`config.mk`:
```
export PLATFORM = sky130hd
export DESIGN_NAME = stage_if_fetchq_flat
export DESIGN_NICKNAME = d
export VERILOG_FILES = /design/src/rtl/stage_if_fetchq_pkg.sv /design/src/rtl/stage_if_fetchq_if.sv /design/src/rtl/stage_if_fetchq_fetch_queue.sv /design/src/rtl/stage_if_fetchq.sv /design/src/flat_wrapper.sv
export SDC_FILE = /design/constraint.sdc
export NUM_CORES = 1
export LEC_CHECK = 0
export CAP_MARGIN = 10
export CORE_MARGIN = 3
export CORE_UTILIZATION = 50
export CTS_CLUSTER_SIZE = 24
export DETAILED_ROUTE_END_ITERATION = 10
export PLACE_DENSITY = 0.72
export SYNTH_ARGS = -nofsm -noshare
export SYNTH_HDL_FRONTEND = slang
export SYNTH_HIERARCHICAL = 1
export SYNTH_SLANG_ARGS = --single-unit
```
`constraint.sdc`:
```
create_clock -name i_clk -period 3.5 [get_ports i_clk]
set_clock_uncertainty 0.1 [all_clocks]
set_input_delay 0.35 -clock i_clk [delete_from_list [all_inputs] [get_ports i_clk]]
set_output_delay 0.35 -clock i_clk [all_outputs]
set_load 0.01 [all_outputs]
```
`src/rtl/stage_if_fetchq_pkg.sv`:
```
// Shared constants for the decoupled instruction-fetch stage.
package stage_if_fetchq_pkg;

   localparam int unsigned MEM_ADDR_W   = 32;
   localparam int unsigned MEM_WORD_W   = 32;
   localparam logic [31:0] DEF_NOP_INST = 32'h0000_0013;  // ADDI x0,x0,0
   localparam logic [31:0] DEF_RESET_PC = 32'h0000_0000;

   // Width of a counter that must hold values 0..depth inclusive.
   function automatic int unsigned cnt_width(input int unsigned depth);
      return $clog2(depth) + 1;
   endfunction

endpackage

```
`src/rtl/stage_if_fetchq_if.sv`:
```
// Fetch-stage bus: control from EX, imem request/response, and the IF/ID head.
interface stage_if_fetchq_if #(
   parameter int unsigned ADDR_WIDTH = 32,
   parameter int unsigned WORD_WIDTH = 32
);

   logic                  redirect_en;
   logic [ADDR_WIDTH-1:0] redirect_tgt;
   logic                  stall_en;
   logic                  imem_req;
   logic [ADDR_WIDTH-1:0] imem_addr;
   logic                  imem_rvalid;
   logic [WORD_WIDTH-1:0] imem_rdata;
   logic [WORD_WIDTH-1:0] inst;
   logic [ADDR_WIDTH-1:0] inst_pc;
   logic                  inst_valid;

   modport master (
      input  redirect_en, redirect_tgt, stall_en, imem_rvalid, imem_rdata,
      output imem_req, imem_addr, inst, inst_pc, inst_valid
   );

   modport slave (
      output redirect_en, redirect_tgt, stall_en, imem_rvalid, imem_rdata,
      input  imem_req, imem_addr, inst, inst_pc, inst_valid
   );

endinterface

```
`src/rtl/stage_if_fetchq_fetch_queue.sv`:
```
// Synchronous FIFO with flush; holds {instruction, pc} pairs for the fetch stage.
module stage_if_fetchq_fetch_queue
   import stage_if_fetchq_pkg::*;
#(
   parameter  int unsigned WIDTH = 64,
   parameter  int unsigned DEPTH = 4,
   localparam int unsigned CW    = cnt_width(DEPTH)
) (
   input  logic             i_clk,
   input  logic             i_rst_n,
   input  logic             i_push,
   input  logic             i_pop,
   input  logic             i_flush,
   input  logic [WIDTH-1:0] i_wdata,
   output logic [WIDTH-1:0] o_rdata,
   output logic [CW-1:0]    o_count,
   output logic             o_empty,
   output logic             o_full
);

   localparam int unsigned PW = $clog2(DEPTH);

   logic [WIDTH-1:0] r_mem [DEPTH];
   logic [PW-1:0]    r_wptr;
   logic [PW-1:0]    r_rptr;
   logic [CW-1:0]    r_count;
   logic             w_wr;

   assign w_wr = i_rst_n & i_push & ~i_flush;

   always_ff @(posedge i_clk) begin
      if (w_wr) begin
         r_mem[r_wptr] <= i_wdata;
      end
   end

   // Pointers are exactly log2(DEPTH) bits, so they wrap for free.
   always_ff @(posedge i_clk) begin
      if (!i_rst_n || i_flush) begin
         r_wptr  <= '0;
         r_rptr  <= '0;
         r_count <= '0;
      end else begin
         if (i_push) r_wptr <= r_wptr + 1'b1;
         if (i_pop)  r_rptr <= r_rptr + 1'b1;
         r_count <= r_count + CW'(i_push) - CW'(i_pop);
      end
   end

   assign o_rdata = r_mem[r_rptr];
   assign o_count = r_count;
   assign o_empty = (r_count == '0);
   assign o_full  = (r_count == CW'(DEPTH));

endmodule

```
`src/rtl/stage_if_fetchq.sv`:
```
// Instruction-fetch stage: owns the fetch PC, issues sequential imem requests and
// queues in-order responses for ID; redirects flush the queue and drop stale responses.
module stage_if_fetchq
   import stage_if_fetchq_pkg::*;
#(
   parameter int unsigned           ADDR_WIDTH = MEM_ADDR_W,
   parameter int unsigned           WORD_WIDTH = MEM_WORD_W,
   parameter int unsigned           FQ_DEPTH   = 4,
   parameter logic [ADDR_WIDTH-1:0] RESET_PC   = ADDR_WIDTH'(DEF_RESET_PC),
   parameter logic [WORD_WIDTH-1:0] NOP_INST   = WORD_WIDTH'(DEF_NOP_INST)
) (
   input  logic               i_clk,
   input  logic               i_rst_n,
   stage_if_fetchq_if.master  bus
);

   localparam int unsigned CW = cnt_width(FQ_DEPTH);
   localparam int unsigned EW = WORD_WIDTH + ADDR_WIDTH;

   logic [ADDR_WIDTH-1:0] r_fetch_pc;
   logic [ADDR_WIDTH-1:0] r_rsp_pc;
   logic [CW-1:0]         r_outstanding;
   logic [CW-1:0]         r_drop;

   logic [ADDR_WIDTH-1:0] w_tgt;
   logic [CW:0]           w_inflight;
   logic                  w_req;
   logic                  w_rsp;
   logic                  w_rsp_drop;
   logic                  w_push;
   logic                  w_pop;
   logic [EW-1:0]         w_fq_rdata;
   logic [CW-1:0]         w_fq_count;
   logic                  w_fq_empty;
   logic                  w_fq_full;
   logic                  w_unused_tgt_lsb;

   assign w_tgt            = {bus.redirect_tgt[ADDR_WIDTH-1:2], 2'b00};
   assign w_unused_tgt_lsb = ^bus.redirect_tgt[1:0];

   // Queued plus in-flight entries never exceed the queue depth, so a push always fits.
   assign w_inflight = {1'b0, w_fq_count} + {1'b0, r_outstanding};
   assign w_req      = i_rst_n & ~bus.redirect_en & ~w_fq_full
                     & (w_inflight < (CW+1)'(FQ_DEPTH));

   // A response with nothing outstanding is a stray from before a reset.
   assign w_rsp      = bus.imem_rvalid & (r_outstanding != '0);
   assign w_rsp_drop = w_rsp & (r_drop != '0);
   assign w_push     = w_rsp & (r_drop == '0) & ~bus.redirect_en;
   assign w_pop      = ~w_fq_empty & ~bus.stall_en & ~bus.redirect_en;

   always_ff @(posedge i_clk) begin
      if (!i_rst_n) begin
         r_fetch_pc    <= RESET_PC;
         r_rsp_pc      <= RESET_PC;
         r_outstanding <= '0;
         r_drop        <= '0;
      end else begin
         r_outstanding <= r_outstanding + CW'(w_req) - CW'(w_rsp);
         if (bus.redirect_en) begin
            r_fetch_pc <= w_tgt;
            r_rsp_pc   <= w_tgt;
            // Everything still in flight after this edge is stale.
            r_drop     <= r_outstanding - CW'(w_rsp);
         end else begin
            if (w_req)      r_fetch_pc <= r_fetch_pc + ADDR_WIDTH'(4);
            if (w_push)     r_rsp_pc   <= r_rsp_pc + ADDR_WIDTH'(4);
            if (w_rsp_drop) r_drop     <= r_drop - 1'b1;
         end
      end
   end

   stage_if_fetchq_fetch_queue #(
      .WIDTH (EW),
      .DEPTH (FQ_DEPTH)
   ) u_fetch_queue (
      .i_clk   (i_clk),
      .i_rst_n (i_rst_n),
      .i_push  (w_push),
      .i_pop   (w_pop),
      .i_flush (bus.redirect_en),
      .i_wdata ({bus.imem_rdata, r_rsp_pc}),
      .o_rdata (w_fq_rdata),
      .o_count (w_fq_count),
      .o_empty (w_fq_empty),
      .o_full  (w_fq_full)
   );

   assign bus.imem_req   = w_req;
   assign bus.imem_addr  = r_fetch_pc;
   assign bus.inst_valid = ~w_fq_empty;
   assign bus.inst       = w_fq_empty ? NOP_INST : w_fq_rdata[EW-1 -: WORD_WIDTH];
   assign bus.inst_pc    = w_fq_empty ? '0 : w_fq_rdata[ADDR_WIDTH-1:0];

endmodule

```
`src/flat_wrapper.sv`:
```
// flat-port wrapper written by rule: the top's interface ports become plain ports
module stage_if_fetchq_flat import stage_if_fetchq_pkg::*;
#(
   parameter int unsigned           ADDR_WIDTH = MEM_ADDR_W,
   parameter int unsigned           WORD_WIDTH = MEM_WORD_W,
   parameter int unsigned           FQ_DEPTH   = 4,
   parameter logic [ADDR_WIDTH-1:0] RESET_PC   = ADDR_WIDTH'(DEF_RESET_PC),
   parameter logic [WORD_WIDTH-1:0] NOP_INST   = WORD_WIDTH'(DEF_NOP_INST)
)
  (i_clk, i_rst_n, bus_redirect_en, bus_redirect_tgt, bus_stall_en, bus_imem_rvalid, bus_imem_rdata, bus_imem_req, bus_imem_addr, bus_inst, bus_inst_pc, bus_inst_valid);
  stage_if_fetchq_if #(.ADDR_WIDTH(ADDR_WIDTH), .WORD_WIDTH(WORD_WIDTH)) bus_i ();
  input  logic i_clk;
  input  logic i_rst_n;
  input wire logic [$bits(bus_i.redirect_en)-1:0] bus_redirect_en;
  input wire logic [$bits(bus_i.redirect_tgt)-1:0] bus_redirect_tgt;
  input wire logic [$bits(bus_i.stall_en)-1:0] bus_stall_en;
  input wire logic [$bits(bus_i.imem_rvalid)-1:0] bus_imem_rvalid;
  input wire logic [$bits(bus_i.imem_rdata)-1:0] bus_imem_rdata;
  output wire logic [$bits(bus_i.imem_req)-1:0] bus_imem_req;
  output wire logic [$bits(bus_i.imem_addr)-1:0] bus_imem_addr;
  output wire logic [$bits(bus_i.inst)-1:0] bus_inst;
  output wire logic [$bits(bus_i.inst_pc)-1:0] bus_inst_pc;
  output wire logic [$bits(bus_i.inst_valid)-1:0] bus_inst_valid;
  assign bus_i.redirect_en = bus_redirect_en;
  assign bus_i.redirect_tgt = bus_redirect_tgt;
  assign bus_i.stall_en = bus_stall_en;
  assign bus_i.imem_rvalid = bus_imem_rvalid;
  assign bus_i.imem_rdata = bus_imem_rdata;
  assign bus_imem_req = bus_i.imem_req;
  assign bus_imem_addr = bus_i.imem_addr;
  assign bus_inst = bus_i.inst;
  assign bus_inst_pc = bus_i.inst_pc;
  assign bus_inst_valid = bus_i.inst_valid;
  stage_if_fetchq #(.ADDR_WIDTH(ADDR_WIDTH), .WORD_WIDTH(WORD_WIDTH), .FQ_DEPTH(FQ_DEPTH), .RESET_PC(RESET_PC), .NOP_INST(NOP_INST)) u_core (.i_clk(i_clk), .i_rst_n(i_rst_n), .bus(bus_i));
endmodule
```
==> results by group, run 1 <==
Clock tree
  • Worst skew pair latency: 0.50 ns
  • CTS tree: built
  • Post-cts sizing count: 0
  • TritonCTS buffer count: 34
  • CTS sink cnt: 331
  • # hold bufs at CTS: 0
  • Clock Path Buffers: 3
  • Worst-path clk slew: 0.06 ns
  • Post-CTS setup repair buffer count: 0
  • H-tree Lvls: 2
  • CTS root buffer: clkbuf_16

Drt
  • Final antenna-violating net count: 0
  • Routed vias: 8114
  • Via/cell ratio: 5.554
  • Final wirelength: 28650 um
  • Iter 0 DRT Violations: 636
  • Drt first pass iters: 5
  • Mean routed wirelength per cell: 19.61 um
  • # DRC: 0

Power and ir drop
  • Flop pwr share: 51.1%
  • Clk network pwr share: 39.4%
  • Leakage: 0.005361 uW
  • Largest vdd supply drop: 0.2664 mV
  • Pwr/cell area: 517.0 nW/um2
  • Internal power: 6812 uW
  • Sw Share: 22.35%
  • Combinational power share: 9.5%
  • Sw power: 1960 uW

Placement
  • DP Worst Slack: 0.5324 ns
  • Detailed Place HPWL: 18140 um
  • Routability congestion estimate: 0.8403
  • Port bufs: 162
  • Placed Instance Area: 15890 um2

Floorplanning
  • Core area: 27100 um2
  • Io pins: 167
  • Die W: 172.4 um
  • Die Y: 172.4 um
  • Die ar.: 29730 um2
  • Row cnt: 60
  • Initial core utilization: 51.11%

Synthesis
  • Simple-gate share of the synthesized area: 10.35%
  • Syn avg cell area: 15.63 um2
  • Area share of fa/ha/maj cells after synthesis: 1.734%
  • Xor/xnor share of the synthesized area: 3.586%
  • Sequential area share after synthesis: 66.34%
  • Mux cell area share after synthesis: 10.73%
  • Gate Count Post-Synth: 886
  • Largest family of logic cells by synthesized area: multiplexers
  • Area of the mapped netlist: 13850 um2
  • Synth Area in Compound Gates: 4.517%
  • Post-synth cell types: 60
  • Yosys reg bits: 331
  • Synth Warn #: 6

Flow run
  • Max-cap violations: 0

Critical path
  • CP Capture Type: output port
  • Critical Path RT: 3.05 ns
  • Arr. time, crit path: 2.70 ns
  • Crit-path cells: buf_4 -> mux4_1 -> nor2b_1 -> clkdlybuf4s50_1
  • Crit path kind: reg -> out
  • Worst path top cell family by delay: buffers and inverters
  • CP Buf/Inv Count: 2
  • Crit-path slowest cell: dfxtp_4
  • CP max FO: 18
  • Critical Path Start Type: register
  • CP peak stage delay: 0.58 ns

Timing
  • Max Slew Vio Count: 0
  • Final Hold Fails: 0
  • Worst-margin pin slew: 0.7602 ns
  • Final setup margin: 0.3488 ns
  • Final min period: 3.151 ns
  • Setup violators final: 0
  • Total negative setup slack: 0 ns
  • Achievable Freq: 317.3 MHz
  • Final Cycle Share: 90.03%
  • Unrepaired setup endpoints after global routing: false
  • Slew HR: 48.85%

Min path
  • HP Class: in -> reg

Final layout
  • Leading cell type in the layout, fill and taps excluded: edfxtp_1
  • Finished Cell Area: 16970 um2
  • Fillers: 2045
  • Antenna fix cells: 0
  • Area Growth Syn to Fin: 22.49%
  • Share of layout cells above drive strength 1: 14.33%
  • Nets: 1154
  • Most frequent cells in the layout: 256 x edfxtp_1, 162 x clkdlybuf4s50_1, 73 x dfxtp_1

Global routing
  • GRT overflow: 0
  • Vias in the first global route: 8015
  • Initial antenna violation count: 1
  • Largest net degree at the start of global routing: 79
  • First-pass GRT wire length: 44220 um
  • All-layer global routing usage: 19.11%

Run status
  • Outcome: finished, final reports clean
==> sequential cells by signal, summed over array words and instances (netlist names), named ones only <==
signal	count
u_core/u_fetch_queue/r_wptr	2
u_core/r_rsp_pc	30
u_core/bus.imem_addr	30
u_core/u_fetch_queue/o_count	3
u_core/r_drop	3
u_core/r_outstanding	3
u_core/u_fetch_queue/r_mem	256
u_core/u_fetch_queue/r_rptr	2
==> power groups by stage <==
stage / clock, uW / sequential (uW) / combinational [uW]
finish: 3460 / 4480 / 835
global route: 3710 / 4490 / 917
CTS: 3540 / 4480 / 842
detailed placement: 0 / 4560 / 836
global placement: 0 / 4550 / 825
floorplan: 0 / 4530 / 481
==> path summary, 6_finish.rpt <==
check                           cells after the start                                       start                                           to  slack (ns)
worst max-delay path                                4                                    register                                 bus_inst[31]        0.35
worst min-delay path                                1                           bus_imem_rdata[2]  u_core/u_fetch_queue/r_mem[1][34]$_DFFE_PP_        0.39
worst max register to register                      7  u_core/u_fetch_queue/o_count[1]$_SDFF_PP0_        u_core/bus.imem_addr[25]$_SDFFE_PN0P_        0.73
worst min register to register                      2       u_core/bus.imem_addr[27]$_SDFFE_PN0P_        u_core/bus.imem_addr[27]$_SDFFE_PN0P_        0.45
==> layout make-up <==
class                   count  area [um2]  share of cell area, %
well taps                 372       465.4                  2.743
inverters                  19       71.32                 0.4204
flip-flops and latches    331        9194                  54.19
clock inverters            17       175.2                  1.032
multi-input cells         501        4330                  25.52
clock buffers              41       898.4                  5.295
repair buffers            180        1832                  10.80
==> cells by family after synthesis <==
| group | count (synthesis) |
|---|---|
| AND/OR/NAND/NOR | 241 |
| adder cells (fa/ha/maj) | 18 |
| other | 1 |
| AO/OA/AOI/OAI | 110 |
| XOR/XNOR | 55 |
| buffers and inverters | 63 |
| multiplexers | 67 |
| flip-flops | 331 |
==> layer usage <==
layer / global-route usage [%] / up-vias / routed length [um]
met3: 3.567 / 54 / 1884
met5: 0 / - / 10
li1: - / 3778 / -
met4: 4.721 / 2 / 523
met1: 27.48 / 3994 / 12660
met2: 30.55 / 286 / 13580
==> Yosys cell counts, drive strengths merged <==
library cell / n / area share [%]
a211oi: 2 / 0.11
a21bo: 1 / 0.072
a21oi: 48 / 1.7
a221o: 3 / 0.22
a311oi: 1 / 0.063
a31o: 1 / 0.063
a31oi: 6 / 0.27
and2: 8 / 0.36
and3: 11 / 0.50
and4: 4 / 0.25
buf: 20 / 1.5
clkbuf: 24 / 0.66
conb: 1 / 0.027
dfxtp: 75 / 11
edfxtp: 256 / 56
fa: 2 / 0.29
ha: 16 / 1.4
inv: 19 / 0.51
mux2i: 3 / 0.22
mux4: 64 / 11
nand2: 27 / 0.75
nand2b: 2 / 0.090
nand3: 30 / 1.1
nand3b: 3 / 0.16
nand4: 27 / 1.3
nor2: 18 / 0.51
nor2b: 63 / 2.8
nor3: 15 / 0.58
nor3b: 1 / 0.090
nor4: 17 / 1.1
o211a: 1 / 0.072
o21ai: 39 / 1.4
o21ba: 1 / 0.072
o22ai: 1 / 0.045
o311a: 3 / 0.22
o31a: 1 / 0.063
o31ai: 2 / 0.11
or2: 7 / 0.33
or3: 7 / 0.35
or4: 1 / 0.081
xnor2: 31 / 2.0
xor2: 23 / 1.5
xor3: 1 / 0.17
==> worst reg2reg max path, cell delays in order (launching register included) <==
cell and delay (ns):
dfxtp_1 0.43, inv_1 0.11, and3_1 0.21, nor4_4 0.44
and2_1 0.50, nand4_1 0.32, or3_1 0.44, a31oi_1 0.17
==> metrics by stage <==
stage,instances,util (%),power (uW),hold WS (ns)
global route,1461,62.60,9119,0.3890
detailed placement,1403,58.64,5396,0.4263
finish,1461,62.60,8772,0.3874
global placement,1403,58.64,5379,0.4150
floorplan,895,-,5011,0.3489
CTS,1461,62.60,8864,0.3718
(Power assumes the default switching activity.)
==> run 2, diff against run 1 <==
--- a/config.mk
+++ b/config.mk
@@ -6,11 +6,15 @@
 export NUM_CORES = 1
 export LEC_CHECK = 0
 export CAP_MARGIN = 10
+export CELL_PAD_IN_SITES_DETAIL_PLACEMENT = 1
+export CELL_PAD_IN_SITES_GLOBAL_PLACEMENT = 2
+export CORE_ASPECT_RATIO = 2
 export CORE_MARGIN = 3
-export CORE_UTILIZATION = 50
+export CORE_UTILIZATION = 36
 export CTS_CLUSTER_SIZE = 24
 export DETAILED_ROUTE_END_ITERATION = 10
-export PLACE_DENSITY = 0.72
+export PLACE_DENSITY = 0.71
+export SETUP_SLACK_MARGIN = 0.5
 export SYNTH_ARGS = -nofsm -noshare
 export SYNTH_HDL_FRONTEND = slang
 export SYNTH_HIERARCHICAL = 1
==> run 2 against run 1 <==
Clock-buffer cell count decreased by 5; critical path type unchanged; hold slack worse by 0.074 ns; critical path depth up 1; sequential cell count did not move; total power grew 0.45%; global-route usage is 2.1 points lower; final area rose by 2.4%; critical endpoint is now bus_inst[4]; largest power group unchanged; clock power barely moved; register-to-register slack lost 0.04 ns; largest cell class unchanged; via count is 1.6% higher; maximum frequency is 8.0% higher; final cell count rose by 11%.
==> results by group, run 2 (same netlist as run 1, synthesis figures left out) <==
Placement
  • Routability congestion estimate: 0.7984 (-5.0%)
  • Port bufs: 162 (unchanged)
  • Placed Instance Area: 16150 um2 (+1.6%)
  • Detailed Place HPWL: 23560 um (+30%)

Timing
  • Max Slew Vio Count: 0 (unchanged)
  • Achievable Freq: 342.9 MHz (+8.0%)
  • Setup violators final: 0 (unchanged)
  • Final min period: 2.916 ns (-0.2347 ns)
  • Final Cycle Share: 83.33% (-6.7 points)
  • Total negative setup slack: 0 ns (unchanged)
  • Worst-margin pin slew: 0.9079 ns (+0.1477 ns)
  • Slew HR: 39.01% (-9.8 points)
  • Unrepaired setup endpoints after global routing: true
  • Final Hold Fails: 0 (unchanged)

Clock tree
  • CTS sink cnt: 331 (unchanged)
  • Worst skew pair latency: 0.58 ns (+0.08 ns)
  • Worst-path clk slew: 0.07 ns (about the same)
  • CTS root buffer: clkbuf_16
  • Clock Path Buffers: 3 (unchanged)
  • H-tree Lvls: 1 (-1)
  • CTS tree: built
  • # hold bufs at CTS: 0 (unchanged)
  • TritonCTS buffer count: 30 (-12%)

Floorplanning
  • Initial core utilization: 36.41% (-15 points)
  • Io pins: 167 (unchanged)
  • Core area: 38040 um2 (+40%)
  • Row cnt: 101 (+68%)
  • Die Y: 283.4 um (+64%)
  • Die W: 144.7 um (-16%)
  • Die ar.: 41010 um2 (+38%)

Power and ir drop
  • Combinational power share: 9.9% (+0.4 points)
  • Leakage: 0.005719 uW (+6.7%)
  • Pwr/cell area: 507.0 nW/um2 (-1.9%)
  • Clk network pwr share: 39.3% (about the same)
  • Largest vdd supply drop: 0.3276 mV (+23%)
  • Internal power: 6710 uW (-1.5%)
  • Flop pwr share: 50.8% (-0.3 points)
  • Sw power: 2102 uW (+7.2%)
  • Sw Share: 23.85% (+1.5 points)

Final layout
  • Area Growth Syn to Fin: 25.47%
  • Nets: 1168 (+1.2%)
  • Most frequent cells in the layout: 256 x edfxtp_1, 146 x clkdlybuf4s50_1, 71 x dfxtp_1
  • Leading cell type in the layout, fill and taps excluded: edfxtp_1
  • Max reg flops: 256 (unchanged)
  • Biggest register: u_core/u_fetch_queue/r_mem
  • Finished Cell Area: 17380 um2 (+2.4%)
  • Share of layout cells above drive strength 1: 16.29% (+2.0 points)
  • Antenna fix cells: 0 (unchanged)

Critical path
  • Crit path kind: reg -> out
  • Critical Path Start Type: register
  • Crit-path slowest cell: mux4_2
  • CP Buf/Inv Count: 3 (+1)
  • Crit-path most repeated cell: buf_4
  • Critical Path RT: 3.05 ns (about the same)
  • Crit-path cells: buf_4 -> buf_4 -> mux4_2 -> or2_2 -> clkdlybuf4s50_1
  • Arr. time, crit path: 2.47 ns (-0.23 ns)
  • CP max FO: 3 (-15)
  • CP peak stage delay: 0.50 ns (-0.08 ns)
  • Worst path top cell family by delay: buffers and inverters
  • CP Capture Type: output port

Global routing
  • All-layer global routing usage: 17.00% (-2.1 points)
  • Largest net degree at the start of global routing: 79 (unchanged)
  • Vias in the first global route: 8934 (+11%)
  • Initial antenna violation count: 1 (unchanged)
  • First-pass GRT wire length: 53230 um (+20%)
  • GRT overflow: 0 (unchanged)

Flow run
  • Max-cap violations: 0 (unchanged)

Min path
  • HP Class: in -> reg

Drt
  • Via/cell ratio: 5.088 (-8.4%)
  • Routed vias: 8243 (+1.6%)
  • # DRC: 0 (unchanged)
  • Iter 0 DRT Violations: 310 (-51%)
  • Drt first pass iters: 4 (-1)
  • Final wirelength: 34750 um (+21%)
  • Mean routed wirelength per cell: 21.45 um (+9.4%)
  • Final antenna-violating net count: 0 (unchanged)

Run status
  • Outcome: finished, final reports clean
==> run 2: changes by cell type in the layout (fill, tap and decap cells not counted), moves of 3 or more <==
cell and change:
buf_4 +10, buf_6 +4, clkdlybuf4s50_1 -16, clkbuf_1 -3, dlymetal6s2s_1 +14, clkinv_4 +3, clkbuf_16 -3, clkinv_1 -3
==> run 2: path summary, 6_finish.rpt <==
| check | slack, ns | from | depth (start not counted) | endpoint |
|---|---|---|---|---|
| setup / recovery | 0.58 | register | 5 | bus_inst[4] |
| hold / removal | 0.31 | bus_imem_rdata[14] | 1 | u_core/u_fetch_queue/r_mem[3][46]$_DFFE_PP_ |
| setup reg to reg | 0.69 | u_core/r_drop[0]$_SDFFE_PN0P_ | 7 | u_core/u_fetch_queue/r_mem[0][50]$_DFFE_PP_ |
| hold reg to reg | 0.43 | u_core/r_rsp_pc[30]$_SDFFE_PN0P_ | 0 | u_core/u_fetch_queue/r_mem[1][30]$_DFFE_PP_ |
==> run 2: per-layer routing <==
metal | global-route usage [%] | up-vias | share of wire (%)
met5 | 0 | - | 0
met4 | 5.392 | 0 | 3.0
met3 | 1.939 | 57 | 3.8
met2 | 32.40 | 196 | 56
met1 | 19.23 | 4190 | 37
li1 | - | 3800 | -
==> run 2: layout make-up <==
cell class | count | area (um2)
repair buffers | 198 | 2072
flip-flops and latches | 331 | 9199
clock inverters | 20 | 236.5
inverters | 19 | 71.32
multi-input cells | 501 | 4330
fillers | 3766 | 20660
well taps | 515 | 644.4
clock buffers | 36 | 825.8
==> run 2: stage by stage <==
| step | total power, uW | worst slack [ns] | hold slack (ns) | cells | util (%) |
|---|---|---|---|---|---|
| 2_1_floorplan | 5011 | 0.6306 | 0.3489 | 895 | - |
| 3_3_place_gp | 5421 | 0.4515 | 0.3931 | 1556 | 42.45 |
| 3_5_place_dp | 5444 | 0.4404 | 0.4180 | 1556 | 42.45 |
| 4_1_cts | 8955 | 0.5011 | 0.2801 | 1620 | 45.55 |
| 5_1_grt | 9215 | 0.4894 | 0.3008 | 1620 | 45.69 |
| 6_report | 8811 | 0.5835 | 0.3130 | 1620 | 45.69 |
==> run 2: power groups by stage <==
| stage | sequential (uW) | combinational (uW) | clock, uW |
|---|---|---|---|
| 3_5_place_dp | 4560 | 883 | 0 |
| 4_1_cts | 4470 | 899 | 3580 |
| 6_report | 4470 | 872 | 3470 |
| 2_1_floorplan | 4530 | 481 | 0 |
| 5_1_grt | 4490 | 980 | 3750 |
| 3_3_place_gp | 4550 | 866 | 0 |
==> run 2: timing repair <==
action,CTS,global route
gates resized for setup,8,18
pin swaps,1,1
endpoints found under the setup margin,58,27
cloned,1,0
buffers inserted,7,0
==> edit 1: new RTL, settings of run 2 <==
`FQ_DEPTH` is set to 4 in 2 places; all go to 2.
--- a/src/rtl/stage_if_fetchq.sv
+++ b/src/rtl/stage_if_fetchq.sv
@@ -5,7 +5,7 @@
 #(
    parameter int unsigned           ADDR_WIDTH = MEM_ADDR_W,
    parameter int unsigned           WORD_WIDTH = MEM_WORD_W,
-   parameter int unsigned           FQ_DEPTH   = 4,
+   parameter int unsigned           FQ_DEPTH   = 2,
    parameter logic [ADDR_WIDTH-1:0] RESET_PC   = ADDR_WIDTH'(DEF_RESET_PC),
    parameter logic [WORD_WIDTH-1:0] NOP_INST   = WORD_WIDTH'(DEF_NOP_INST)
 ) (
--- a/src/flat_wrapper.sv
+++ b/src/flat_wrapper.sv
@@ -3,7 +3,7 @@
 #(
    parameter int unsigned           ADDR_WIDTH = MEM_ADDR_W,
    parameter int unsigned           WORD_WIDTH = MEM_WORD_W,
-   parameter int unsigned           FQ_DEPTH   = 4,
+   parameter int unsigned           FQ_DEPTH   = 2,
    parameter logic [ADDR_WIDTH-1:0] RESET_PC   = ADDR_WIDTH'(DEF_RESET_PC),
    parameter logic [WORD_WIDTH-1:0] NOP_INST   = WORD_WIDTH'(DEF_NOP_INST)
 )
Check against the original RTL: not equivalent (Yosys sat finds a counterexample within 4 cycles, from zero or initial values and one cycle with i_rst_n low).
==> edit 1 against run 2 <==
Hold slack got worse by 45 ps. Utilization rose by 1.4 points. Sequential cell count fell by 134. Critical path depth fell by 1. Non-clock buffer count fell by 10. Design area fell by 30%. Total power fell by 37%. Routed wire length fell by 24%. Synthesized cell count fell by 12%. Sequential share of layout area fell by 9.8 points. Clock power fell by 41%. Largest cell class unchanged. First-iteration DRC count rose by 18%. Area after synthesis fell by 32%. Largest power group unchanged. Worst setup slack improved by 110 ps.
==> edit 1: results (changes against run 2) <==
status:
  status: "finished, final reports clean"  # unchanged
synthesis:
  synth_seq_area_share: 0.554  # was 0.663
  synth_commonest_cells: "edfxtp_1, dfxtp_1, nor2b_1"  # unchanged
  synthTopCellsByArea: "edfxtp_1, dfxtp_1, mux2_4"  # was edfxtp_1, dfxtp_1, mux4_2
  post_synth_num_cell_types: 57  # was 60
sta:
  hold_ws_ps: 268  # was 313 ps
  timing.slew.headroom: 0.421  # was 0.390
setup_path:
  crit_arrival_ps: 2360  # was 2470 ps
  reg2reg_depth: 6  # was 7
  cp_max_fo: 15  # was 3
  r2r_slack_ps: 790  # was 690 ps
  r2r_end: "u_core/bus.imem_addr[26]$_SDFFE_PN0P_"  # was u_core/u_fetch_queue/r_mem[0][50]$_DFFE_PP_
  timing.rr.start: "u_core/u_fetch_queue/o_count[0]$_SDFF_PP0_"  # was u_core/r_drop[0]$_SDFFE_PN0P_
  cp_slowest_stage_delay_ps: 560  # was 500 ps
  timing.critical_path.slowest_stage_cell: "dfxtp_4"  # was mux4_2
min_path:
  hold_end: "u_core/bus.imem_addr[12]$_SDFFE_PN0P_"  # was u_core/u_fetch_queue/r_mem[3][46]$_DFFE_PP_
grt:
  track_usage: 0.186  # was 0.170
  grt_max_degree: 65  # was 79
  grt_pass1_vias: 7431  # was 8934
  antenna_found_initial: 0  # was 1
  grt_pass1_wl_microns: 40900  # was 53200 microns
power_and_ir_drop:
  p_leak_nw: 4.05  # was 5.72 nW
  vdd_drop_max_v: 0.000262  # was 0.000328 V
place:
  place_area_sq_um: 11400  # was 16100 sq um
  gp_congestion: 0.827  # was 0.798
  place_hpwl_microns: 19000  # was 23600 microns
route:
  wl_microns: 26400  # was 34700 microns
  avgViaCountPerCell: 5.33  # was 5.09
  drt-initial-drc-count: 365  # was 310
  drt-pass1-iter-count: 5  # was 4
finish:
  layout-drive-gt1-share: 0.151  # was 0.163
  largest_reg_flops: 128  # was 256
  regMostFlops: "u_core/u_fetch_queue/r_mem"  # unchanged
  fill_cells: 2807  # was 3766
clocking:
  htreeDepth: 4  # was 1
  clock_latency_ps: 450  # was 580 ps
  cts_buffers: 17  # was 30
  cts_buffer_depth: 2  # was 3
edit 1: cell count changes in the layout (fill, tap and decap cells not counted), moves of 15 or more:
cell | run 2 | this run
mux2_4 | 0 | 60
or4_1 | 0 | 19
edfxtp_1 | 256 | 128
clkbuf_16 | 32 | 17
nand2_1 | 26 | 43
mux4_2 | 60 | 0
xnor2_1 | 31 | 11
a21oi_1 | 48 | 21
edit 1: logic make-up after synthesis:
logic type / synth area share
adder cells (fa/ha/maj): 0.0114
buffers and inverters: 0.0401
multiplexers: 0.101
XOR/XNOR: 0.0228
AO/OA/AOI/OAI: 0.0993
other: 0.000398
AND/OR/NAND/NOR: 0.171
flip-flops: 0.554
edit 1: repair_timing:
item                       4_1_cts  5_1_grt
pin swaps                        1        2
setup buffers                    3        2
hold endpoints to repair         0        0
setup endpoints to repair       22       24
cloned                           1        1
gates resized for setup          4        3
edit 1: layout make-up:
type                    instances  area share
clock buffers                  17      0.0351
clock inverters                15      0.0157
inverters                      21     0.00650
multi-input cells             523       0.322
flip-flops and latches        197       0.431
well taps                     340      0.0351
repair buffers                188       0.154
edit 1: worst max-delay path: cells and delay by family (launching register included):
family                 cells  cell delay [ps]
multiplexers               1              360
buffers and inverters      2              850
flip-flops                 1              560
AND/OR/NAND/NOR            1              130
edit 1: worst max-delay path by stage:
stage	slack, ps	start	to
detailed placement	590	bus_imem_rvalid	u_core/r_rsp_pc[15]$_SDFFE_PN0P_
floorplan	370	u_core/r_drop[1]$_SDFFE_PN0P_	u_core/u_fetch_queue/r_mem[0][0]$_DFFE_PP_
CTS	450	u_core/u_fetch_queue/o_count[1]$_SDFF_PP0_	bus_inst_pc[13]
global route	560	flop	bus_inst[27]
finish	690	flop	bus_inst[27]
global placement	650	u_core/u_fetch_queue/o_count[0]$_SDFF_PP0_	u_core/bus.imem_addr[25]$_SDFFE_PN0P_
edit 1: power breakdown:
group	total (W)	internal (W)	leakage (nW)	switching [W]
Combinational	0.000767	0.000370	2.02	0.000397
Clock	0.00206	0.00114	0.293	0.000915
Sequential	0.00269	0.00257	1.73	0.000118
Total	0.00551	0.00408	4.05	0.00143
edit 1: layer usage:
metal	up-vias	share of wire	global-route usage
met5	-	0	0
met4	0	0.030	0.0698
met3	48	0.033	0.0347
met2	172	0.57	0.360
met1	3440	0.37	0.192
li1	3272	-	-
edit 1: stage by stage:
step                      worst slack (ps)  utilization  std cells  power, W
after CTS                              453        0.470       1298   0.00558
after floorplan                        375            -        789   0.00309
final                                  694        0.471       1301   0.00551
after global placement                 650        0.444       1262   0.00344
after global routing                   561        0.471       1301   0.00575
after detailed placement               592        0.444       1262   0.00347
==> edit 2: new RTL, flow settings as in run 2 <==
Made on the original files. One comparison of `r_count` changes from == to >=.
--- a/src/rtl/stage_if_fetchq_fetch_queue.sv
+++ b/src/rtl/stage_if_fetchq_fetch_queue.sv
@@ -50,7 +50,7 @@
    assign o_rdata = r_mem[r_rptr];
    assign o_count = r_count;
    assign o_empty = (r_count == '0);
-   assign o_full  = (r_count == CW'(DEPTH));
+   assign o_full  = (r_count >= CW'(DEPTH));
 
 endmodule
 
Check against the original RTL: same outputs for any inputs over 4 cycles, from zero or initial values and one cycle with i_rst_n low; that may be too few to reach the edited logic, so the function may still have changed.
==> edit 2 against run 2 <==
Design area down 1.2%. Sequential cell count stayed put. Total power decreased by 1.7%. Count of clock-buffer cells in the layout up 3. Fmax shrank 0.37%. Worst setup slack got worse by 11 ps. Routed wire length decreased by 1.4%. Area after synthesis is essentially flat. Non-clock buffer count fell by 5. Largest cell class unchanged.
==> edit 2: results (changes against run 2) <==
power_and_ir_drop:
  p_leak_nw: 5.40  # was 5.72 nW
  vdd_drop_max_v: 0.000357  # was 0.000328 V
synthesis:
  synthArstFlopShare: 0  # unchanged
  synth_commonest_cells: "edfxtp_1, dfxtp_1, nor2b_1"  # unchanged
  synthTopCellsByArea: "edfxtp_1, dfxtp_1, mux4_2"  # unchanged
  synth_seq_area_share: 0.664  # was 0.663
finish:
  fin_nets: 1161  # was 1168
  regMostFlops: "u_core/u_fetch_queue/r_mem"  # unchanged
  layout-drive-gt1-share: 0.155  # was 0.163
clocking:
  clock_latency_ps: 560  # was 580 ps
  clkTransAtPathRegs_ps: 60
  cts_buffers: 30  # unchanged
  cts_buffer_depth: 3  # unchanged
route:
  met2_wirelength_microns: 19300  # was 19500 microns
  drt-initial-drc-count: 306  # was 310
  drt-met1-wl_microns: 12600  # was 12800 microns
  dr_wl_met3_microns: 1230  # was 1310 microns
  routedWlPerCell_microns: 21.9  # was 21.4 microns
  avgViaCountPerCell: 5.20  # was 5.09
sta:
  fin_crit_ps: 2930  # was 2920 ps
  worst_pin_slew_ps: 807  # was 908 ps
place:
  place_hpwl_microns: 22900  # was 23600 microns
  place_ws_ps: 422  # was 440 ps
  gp_congestion: 0.790  # was 0.798
min_path:
  min_from: "bus_imem_rdata[4]"  # was bus_imem_rdata[14]
  hold_end: "u_core/u_fetch_queue/r_mem[0][36]$_DFFE_PP_"  # was u_core/u_fetch_queue/r_mem[3][46]$_DFFE_PP_
  whs_path_depth: 1  # unchanged
setup_path:
  r2r_slack_ps: 760  # was 690 ps
  endpoint: "bus_inst_pc[7]"  # was bus_inst[4]
  cp_max_fo: 20  # was 3
  r2r_end: "u_core/u_fetch_queue/r_mem[0][37]$_DFFE_PP_"  # was u_core/u_fetch_queue/r_mem[0][50]$_DFFE_PP_
  cp_slowest_stage_delay_ps: 570  # was 500 ps
grt:
  met2_usage: 0.315  # was 0.324
  grt_use_met3: 0.0213  # was 0.0194
  grt_pass1_wl_microns: 51500  # was 53200 microns
  grt_use_met1: 0.181  # was 0.192
  grt_pass1_vias: 8771  # was 8934
  track_usage: 0.165  # was 0.170
status:
  status: "finished, final reports clean"  # unchanged
## edit 2: changes by cell type after synthesis, sizes merged
cell    before  now
and2         8    7
and3        11   10
clkbuf      24   25
inv         19   18
nor2        18   19
xnor3        0    1
xor3         1    0
## edit 2: metrics by stage
step / cell area, sq um / hold slack [ps] / instances
detailed placement: 16100 / 424 / 1497
floorplan: 13900 / 349 / 894
finish: 17200 / 326 / 1561
CTS: 17100 / 293 / 1554
global placement: 16100 / 408 / 1497
global route: 17200 / 311 / 1561
## edit 2: cells by family after synthesis
| group | Yosys count | synth area share |
|---|---|---|
| AOI/OAI and AO/OA | 110 | 0.0452 |
| xor gates and xnor gates | 55 | 0.0358 |
| adders and majority gates | 18 | 0.0174 |
| buffers and inverters | 63 | 0.0271 |
| DFF | 331 | 0.664 |
| muxes | 67 | 0.107 |
| other | 1 | 0.000271 |
| and+or+nand+nor | 240 | 0.103 |
## edit 2: worst max-delay path: cells and delay by family, from the launching register on
kind	cells	cell delay, ps
mux	1	570
buf+inv	2	720
flops	1	450
simple gates	1	150
## edit 2: what timing repair did
item | in CTS | in global routing
endpoints found under the setup margin | 54 | 22
cloned | 0 | 0
buffers inserted | 2 | 6
resized for setup | 5 | 3
## edit 2: power breakdown
part	internal, W	switching, W	total [W]
sequential	0.00434	0.000131	0.00447
clock	0.00191	0.00142	0.00333
combinational	0.000419	0.000444	0.000863
total	0.00667	0.00200	0.00867
## edit 2: area by class of cell
| cell class | instances | area [sq um] |
|---|---|---|
| Fill cell | 3779 | 20700 |
| Sequential cell | 331 | 9200 |
| Multi-Input combinational cell | 500 | 4330 |
| Timing Repair Buffer | 193 | 1980 |
| Clock buffer | 39 | 836 |
| Tap cell | 463 | 579 |
| Clock inverter | 16 | 173 |
| Inverter | 18 | 67.6 |
| Antenna cell | 1 | 2.50 |
